### config.mk
export PLATFORM = sky130hd
export DESIGN_NAME = pipelined_adder
export DESIGN_NICKNAME = d
export VERILOG_FILES = /design/src/rtl/adder_pkg.sv /design/src/rtl/adder_slice.sv /design/src/rtl/pipelined_adder.sv
export SDC_FILE = /design/constraint.sdc
export NUM_CORES = 1
export LEC_CHECK = 0
export ABC_CLOCK_PERIOD_IN_PS = 6800
export CORE_UTILIZATION = 59
export CTS_CLUSTER_DIAMETER = 50
export DETAILED_ROUTE_END_ITERATION = 8
export PLACE_DENSITY = 0.82
export REMOVE_ABC_BUFFERS = 1
export SLEW_MARGIN = 40
export SYNTH_ARGS = -nofsm -noshare
export SYNTH_HDL_FRONTEND = slang
export SYNTH_HIERARCHICAL = 1
export SYNTH_SLANG_ARGS = --single-unit
export TNS_END_PERCENT = 1
### constraint.sdc
create_clock -name clk_i -period 6.8 [get_ports clk_i]
set_clock_uncertainty 0.05 [all_clocks]
set_input_delay 0.68 -clock clk_i [delete_from_list [all_inputs] [get_ports clk_i]]
set_output_delay 0.68 -clock clk_i [all_outputs]
set_load 0.03 [all_outputs]
### src/rtl/adder_pkg.sv
// Shared types and default sizing for the pipelined adder/subtractor.
package adder_pkg;

  typedef enum logic {
    OP_ADD = 1'b0,
    OP_SUB = 1'b1
  } op_e;

  localparam int ADDER_WIDTH = 32;
  localparam int ADDER_CHUNK = 8;

endpackage

### src/rtl/adder_slice.sv
// Combinational CHUNK-bit ripple slice; also reports the carry into its top
// bit so the last slice can derive signed overflow.
module adder_slice #(
  parameter int CHUNK = 8
) (
  input  logic [CHUNK-1:0] a,
  input  logic [CHUNK-1:0] b,
  input  logic             cin,
  output logic [CHUNK-1:0] sum,
  output logic             cout,
  output logic             cmsb
);

  logic [CHUNK:0] full;

  always_comb begin
    full = {1'b0, a} + {1'b0, b} + {{CHUNK{1'b0}}, cin};
    sum  = full[CHUNK-1:0];
    cout = full[CHUNK];
    // the sum bit is a^b^carry_in, so the carry into the top bit falls out
    cmsb = a[CHUNK-1] ^ b[CHUNK-1] ^ full[CHUNK-1];
  end

endmodule

### src/rtl/pipelined_adder.sv
// WIDTH-bit adder/subtractor pipelined as STAGES ripple slices of CHUNK bits,
// one slice per stage, with a registered carry between stages.
module pipelined_adder
  import adder_pkg::*;
#(
  parameter int WIDTH = ADDER_WIDTH,
  parameter int CHUNK = ADDER_CHUNK
) (
  input  logic             clk_i,
  input  logic             rst_ni,
  input  logic             in_valid_i,
  output logic             in_ready_o,
  input  logic [WIDTH-1:0] in_a_i,
  input  logic [WIDTH-1:0] in_b_i,
  input  logic             in_sub_i,
  input  logic             in_carry_i,
  output logic             out_valid_o,
  input  logic             out_ready_i,
  output logic [WIDTH-1:0] out_sum_o,
  output logic             out_carry_o,
  output logic             out_overflow_o
);

  localparam int STAGES = WIDTH / CHUNK;

  if ((CHUNK < 1) || (WIDTH % CHUNK != 0)) begin : g_bad_params
    $error("pipelined_adder: WIDTH must be a non-zero multiple of CHUNK");
  end

  // Handshake: a beat moves on a rising edge when valid and ready are both
  // high; valid never waits on ready, and a held beat keeps its payload.
  logic [STAGES-1:0] valid_q, valid_d;
  logic [STAGES-1:0] carry_q, carry_d;
  logic              cmsb_q, cmsb_d;
  logic [WIDTH-1:0]  sum_q [STAGES];
  logic [WIDTH-1:0]  sum_d [STAGES];
  logic [WIDTH-1:0]  a_q   [STAGES];
  logic [WIDTH-1:0]  a_d   [STAGES];
  logic [WIDTH-1:0]  b_q   [STAGES];
  logic [WIDTH-1:0]  b_d   [STAGES];

  logic [STAGES-1:0] ready;
  logic [STAGES-1:0] up_valid;
  logic [STAGES-1:0] up_carry;
  logic [WIDTH-1:0]  up_a   [STAGES];
  logic [WIDTH-1:0]  up_b   [STAGES];
  logic [WIDTH-1:0]  up_sum [STAGES];
  logic [CHUNK-1:0]  sl_sum [STAGES];
  logic [STAGES-1:0] sl_cout;
  logic [STAGES-1:0] sl_cmsb;
  logic [WIDTH-1:0]  b_eff;
  logic              unused_bits;

  assign b_eff    = (op_e'(in_sub_i) == OP_SUB) ? ~in_b_i : in_b_i;
  assign up_valid = STAGES'({valid_q, in_valid_i});
  assign up_carry = STAGES'({carry_q, in_carry_i});

  // Operands and partial sum shift right by CHUNK per stage, so every stage
  // consumes the low slice and the finished sum lands fully aligned.
  for (genvar k = 0; k < STAGES; k++) begin : g_stage
    if (k == 0) begin : g_first
      assign up_a[k]   = in_a_i;
      assign up_b[k]   = b_eff;
      assign up_sum[k] = '0;
    end else begin : g_rest
      assign up_a[k]   = a_q[k-1];
      assign up_b[k]   = b_q[k-1];
      assign up_sum[k] = sum_q[k-1];
    end

    adder_slice #(.CHUNK(CHUNK)) u_slice (
      .a    (up_a[k][CHUNK-1:0]),
      .b    (up_b[k][CHUNK-1:0]),
      .cin  (up_carry[k]),
      .sum  (sl_sum[k]),
      .cout (sl_cout[k]),
      .cmsb (sl_cmsb[k])
    );
  end

  always_comb begin
    logic rdy;
    rdy   = out_ready_i;
    ready = '0;
    for (int k = STAGES - 1; k >= 0; k--) begin
      rdy      = rdy | ~valid_q[k];
      ready[k] = rdy;
    end
  end

  always_comb begin
    valid_d = valid_q;
    carry_d = carry_q;
    cmsb_d  = cmsb_q;
    sum_d   = sum_q;
    a_d     = a_q;
    b_d     = b_q;
    for (int k = 0; k < STAGES; k++) begin
      if (ready[k]) begin
        valid_d[k] = up_valid[k];
        carry_d[k] = sl_cout[k];
        a_d[k]     = up_a[k] >> CHUNK;
        b_d[k]     = up_b[k] >> CHUNK;
        sum_d[k]   = (up_sum[k] >> CHUNK) | (WIDTH'(sl_sum[k]) << (WIDTH - CHUNK));
      end
    end
    if (ready[STAGES-1]) begin
      cmsb_d = sl_cmsb[STAGES-1];
    end
  end

  // Only the output stage's payload is reset, so outputs read 0 in reset.
  always_ff @(posedge clk_i) begin
    a_q <= a_d;
    b_q <= b_d;
    for (int k = 0; k < STAGES; k++) begin
      if (!rst_ni && (k == STAGES - 1)) begin
        sum_q[k] <= '0;
      end else begin
        sum_q[k] <= sum_d[k];
      end
    end
    if (!rst_ni) begin
      valid_q <= '0;
      carry_q <= '0;
      cmsb_q  <= 1'b0;
    end else begin
      valid_q <= valid_d;
      carry_q <= carry_d;
      cmsb_q  <= cmsb_d;
    end
  end

  assign in_ready_o     = ready[0];
  assign out_valid_o    = valid_q[STAGES-1];
  assign out_sum_o      = sum_q[STAGES-1];
  assign out_carry_o    = carry_q[STAGES-1];
  assign out_overflow_o = carry_q[STAGES-1] ^ cmsb_q;

  assign unused_bits = ^{sl_cmsb, a_q[STAGES-1], b_q[STAGES-1]};

endmodule

==> results by group, run 1 <==
Power
  – Switching pwr: 712.2 µW
  – Sw frac: 24.67%
  – Leak: 3.594 nW
  – PwrDens: 310.2 nW/µm²
  – P_int: 2.175 mW
  – Combinational Power Share: 15.9%
  – Sequential Power Share: 51.2%
  – Clock Power Share: 33.0%
  – Peak VDD IR: 176.9 µV

Global route
  – First-pass GRT wire length: 20,120 µm
  – Largest net degree at the start of global routing: 57
  – Initial antenna violation count: 0
  – Vias in the first global route: 4,330
  – Gr usage total: 20.49%
  – Global route overflow: 0

CTS
  – Clock sinks: 185
  – PostCTS Resize Cnt: 0
  – Clock Latency Late Sink: 0.42 ns
  – CTS clk-pin slew, worst paths: 0.06 ns
  – H-tree depth: 4
  – Root buffer cell: clkbuf_16
  – CTS tree: built
  – Total CTS buffers: 17
  – Cts-stage hold buffer count: 0
  – Clock buffer depth: 2
  – Post-CTS Setup Inserts: 0

Die
  – Die Ht: 116.7 µm
  – Starting Density: 61.03%
  – Die Area: 13,620 µm²
  – Core ar.: 12,720 µm²
  – Die Wd: 116.7 µm
  – Row Count: 41
  – IO Pins: 106

Timing
  – Final setup fails: 0
  – Final WS setup: 3.643 ns
  – Slew Limit Fails: 0
  – Max Clock Freq: 316.8 MHz
  – Total Neg Setup Slack: 0 ns
  – Tmin final: 3.157 ns
  – Worst-margin pin slew: 0.6914 ns
  – Hold Fails Final Rpt: 0
  – Max_slew headroom: 53.91%
  – RSZ-0062 raised after global routing: false
  – Final period utilization: 46.42%

Detailed routing
  – Avg WL per Cell: 15.71 µm
  – Drt first pass iters: 4
  – Routed Wire Length: 12,870 µm
  – DRC errors left: 0
  – Routed Antenna Nets: 0
  – Vias: 4,345
  – Vias per Instance: 5.305
  – First DRT Iteration DRCs: 231

Finish
  – Area growth syn-to-layout: 19.85%
  – Final net count: 741
  – Layout cell share with drive strength beyond 1: 7.573%
  – Ant. Diodes: 0

Synth
  – Mean area per synthesized cell: 13.99 µm²
  – Syn Inst Count: 555
  – Synth warnings: 6
  – Mapped Area: 7765 µm²

Critical path
  – Worst setup EP type: output port
  – Worst EP arrival: 2.43 ns
  – Startpoint types: input pin
  – Crit Path Class: input pin to output port
  – Crit-path max FO: 5
  – Critical Path RT: 6.07 ns

Placement
  – Hpwl dp: 8682 µm
  – DP Worst Slack: 3.549 ns
  – Placer Congestion: 0.8066
  – Port-buffer cells: 105

Flow run
  – MaxCap Viol Count: 0

Worst hold path
  – Worst Hold Class: register to register

Run status
  – Outcome: finished, final reports clean
## power groups by stage
| stage | Sequential, mW | Combinational, mW | Clock [mW] |
|---|---|---|---|
| detailed placement | 1.50 | 0.451 | 0 |
| CTS | 1.48 | 0.458 | 0.966 |
| floorplan | 1.55 | 0.211 | 0 |
| finish | 1.48 | 0.458 | 0.952 |
| global route | 1.49 | 0.497 | 1.01 |
| global placement | 1.49 | 0.430 | 0 |
## placed cells by master, fill, tap and decap left out, types with 2 or more instances in the layout
cell type	n
o21bai_1	4
nand2_1	82
a21boi_1	5
a21oi_2	6
inv_2	5
clkbuf_1	2
o21a_1	7
clkdlybuf4s50_1	104
a21boi_0	31
a311o_1	12
inv_6	5
nor2b_1	5
clkinvlp_4	3
nor3_1	4
or3_1	4
xor2_1	41
xnor2_1	8
nand3_1	8
bufinv_16	2
dfxtp_1	41
edfxtp_1	144
buf_4	6
nor4_1	4
nor4b_1	3
ha_1	28
inv_1	13
nand2b_1	2
a21oi_1	18
fa_1	8
a21o_1	5
o21ai_0	3
o21ai_1	2
o221ai_1	4
clkbuf_16	17
## worst max-delay path: stages
cell	delay, ns
clkdlybuf4s50_1	0.51
and4b_1	0.29
and2_1	0.22
inv_2	0.07
clkdlybuf4s50_1	0.66
## flip-flops by register name, indices dropped and copies added, names as in the netlist
name,count
b_q,48
out_sum_o,32
a_q,48
carry_q,4
cmsb_q,1
valid_q,4
sum_q,48
## routing by layer
| layer | track usage (%) | share of wire, % | up-vias | routed length (µm) |
|---|---|---|---|---|
| met4 | 10.38 | 2.1 | 0 | 276 |
| met3 | 4.411 | 5.1 | 19 | 652 |
| met5 | 0 | 0 | - | 0 |
| met1 | 21.69 | 38 | 2086 | 4832 |
| li1 | - | - | 2117 | - |
| met2 | 38.30 | 55 | 123 | 7108 |
## metrics by stage
stage                     util, %  instances  hold WS, ns  cell area [µm²]  total power, mW
after global routing        73.15        819       0.3713             9306            3.003
final                       73.15        819       0.3675             9306            2.887
after CTS                   73.13        819       0.3687             9304            2.903
after detailed placement    68.63        788       0.3545             8731            1.952
after global placement      68.61        788       0.3501             8728            1.919
after floorplan                 -        506       0.3503             7430            1.763
## final timing paths
path         slack (ns)         end  depth (start not counted)         from
max                3.64  in_ready_o                          5  out_ready_i
min reg2reg        0.37   sum_q[42]                          0    sum_q[82]
min                0.37   sum_q[42]                          0    sum_q[82]
max reg2reg        4.52  carry_q[2]                          7      a_q[64]
## cell type report
cell class / count / area [µm²]
sequential: 185 / 5145
fill: 858 / 3416
multi-input combinational: 302 / 2213
timing repair buffer: 110 / 1086
clock buffer: 19 / 432.9
tap: 172 / 215.2
clock inverter: 12 / 140.1
inverter: 19 / 73.82
Power figures use the tool's default switching activity.
==> run 2: changes to the inputs <==
ABC_CLOCK_PERIOD_IN_PS = 2800   (was 6800)
CORE_UTILIZATION = 49   (was 59)
PLACE_DENSITY = 0.72   (was 0.82)
clock period = 2.8 ns   (was 6.8 ns; I/O delays follow)
==> run 2 against run 1 <==
Combinational power rose by 140%. Utilization fell by 12 points. Sequential power rose by 140%.
==> results by group, run 2 (same netlist as run 1, synthesis figures left out) <==
Run status
  – Outcome: finished, final reports clean

Critical path
  – Startpoint types: register
  – Slowest cell delay on critical path: 0.59 ns (-0.07 ns)
  – Worst setup EP type: output port
  – Worst EP arrival: 2.08 ns (-0.35 ns)
  – Crit-path cells: and4b_1, and2_1, inv_2, clkdlybuf4s50_1
  – R2R depth: 7 (unchanged)
  – Crit Path Class: register to output port
  – Reg2reg setup slack: 0.60 ns (-3.92 ns)
  – Slowest cell on crit path: clkdlybuf4s50_1
  – Crit-path max FO: 5 (unchanged)
  – Critical Path RT: 2.47 ns (-3.60 ns)

Detailed routing
  – First DRT Iteration DRCs: 195 (-16%)
  – Routed Antenna Nets: 0 (unchanged)
  – Vias: 4,308 (-0.85%)
  – DRC errors left: 0 (unchanged)
  – Avg WL per Cell: 13.96 µm (-11%)
  – Vias per Instance: 4.998 (-5.8%)
  – Drt first pass iters: 6 (+2)
  – Routed Wire Length: 12,040 µm (-6.5%)

Timing
  – RSZ-0062 raised after global routing: false
  – Max Clock Freq: 415.7 MHz
  – Tmin final: 2.406 ns
  – Final setup fails: 0 (unchanged)
  – Worst Hold Slack: 0.3546 ns (-0.01294 ns)
  – Hold Fails Final Rpt: 0 (unchanged)
  – Slew Limit Fails: 0 (unchanged)
  – Worst-margin pin slew: 0.6978 ns (+0.006433 ns)
  – Final period utilization: 85.91%
  – Total Neg Setup Slack: 0 ns (unchanged)
  – Max_slew headroom: 53.48% (-0.43 points)
  – Final WS setup: 0.3945 ns (-3.249 ns)

Power
  – Total power: 6.774 mW (+130%)
  – Peak VDD IR: 477.9 µV (+170%)
  – Leak: 3.609 nW (+0.43%)
  – PwrDens: 724.6 nW/µm² (+130%)

Finish
  – Layout cell share with drive strength beyond 1: 7.988% (+0.41 points)
  – Ant. Diodes: 0 (unchanged)
  – Final net count: 744 (+0.40%)
  – Most frequent cells in the layout: 144 x edfxtp_1, 104 x clkdlybuf4s50_1, 82 x nand2_1
  – Commonest non-fill, non-tap cell in the layout: edfxtp_1
  – Biggest regs: a_q x48, b_q x48, sum_q x48
  – Area growth syn-to-layout: 20.38%

Global route
  – Gr usage total: 15.96% (-4.5 points)
  – Initial antenna violation count: 0 (unchanged)
  – First-pass GRT wire length: 19,560 µm (-2.8%)
  – Largest net degree at the start of global routing: 57 (unchanged)
  – Vias in the first global route: 4,198 (-3.0%)
  – Global route overflow: 0 (unchanged)

Die
  – Die Ht: 127.9 µm (+9.6%)
  – Die Wd: 127.9 µm (+9.6%)
  – Core ar.: 15,310 µm² (+20%)
  – Die Area: 16,350 µm² (+20%)
  – Starting Density: 50.70% (-10 points)
  – IO Pins: 106 (unchanged)
  – Row Count: 45 (+9.8%)

CTS
  – Root buffer cell: clkbuf_16
  – Total CTS buffers: 17 (unchanged)
  – H-tree depth: 4 (unchanged)
  – CTS clk-pin slew, worst paths: 0.06 ns (about the same)
  – Clock Latency Late Sink: 0.43 ns (about the same)
  – Cts-stage hold buffer count: 0 (unchanged)
  – Post-CTS Setup Inserts: 0 (unchanged)
  – PostCTS Resize Cnt: 0 (unchanged)
  – Clock sinks: 185 (unchanged)
  – Clock buffer depth: 2 (unchanged)
  – CTS tree: built

Worst hold path
  – Worst Hold Class: input pin to register
  – Hold depth: 1 (+1)

Placement
  – Placer Congestion: 0.8320 (+3.1%)
  – DP Worst Slack: 0.3094 ns (-3.239 ns)
  – Port-buffer cells: 105 (unchanged)
  – Hpwl dp: 8609 µm (-0.84%)

Flow run
  – MaxCap Viol Count: 0 (unchanged)
## run 2: cell count changes in the layout (fill, tap and decap cells not counted), sizes merged
cell      change
buf           +3
bufinv        -2
clkinv        +8
clkinvlp      -2
inv           -3
## run 2: final timing paths
path / startpoint / to
worst max-delay path: valid_q[2] / in_ready_o
worst min-delay path: in_a_i[10] / a_q[98]
worst max register to register: a_q[96] / carry_q[1]
worst min register to register: b_q[112] / b_q[72]
## run 2: metal layers
layer  up-vias  part of all wire (%)  track usage [%]
li1       2135                     -                -
met1      2041                    39            17.06
met2       112                    53            28.87
met3        20                   4.9            4.174
met4         0                   2.5            8.443
met5         -                     0                0
## run 2: final cells by class
class / count / area [µm²]
multi-input combinational: 302 / 2213
clock inverter: 13 / 80.08
fill: 1197 / 5967
timing repair buffer: 113 / 1131
inverter: 19 / 71.32
tap: 211 / 264.0
clock buffer: 19 / 442.9
sequential: 185 / 5145
## run 2: worst max-delay path, delay by kind of cell (launching register included)
| family | cells | cell delay (ns) |
|---|---|---|
| buf+inv | 2 | 0.65 |
| simple gates | 2 | 0.56 |
| flops | 1 | 0.44 |
## run 2: metrics by stage
step | cells | instance area (µm²) | util (%)
floorplan | 506 | 7430 | -
detailed placement | 830 | 8825 | 57.62
CTS | 862 | 9348 | 61.04
finish | 862 | 9348 | 61.04
global route | 862 | 9348 | 61.04
global placement | 830 | 8825 | 57.62
## run 2: where the power goes
part / internal (mW) / total (mW) / switching [mW]
Clock: 1.15 / 2.10 / 0.952
Sequential: 3.44 / 3.58 / 0.137
Combinational: 0.520 / 1.10 / 0.578
Total: 5.11 / 6.77 / 1.67
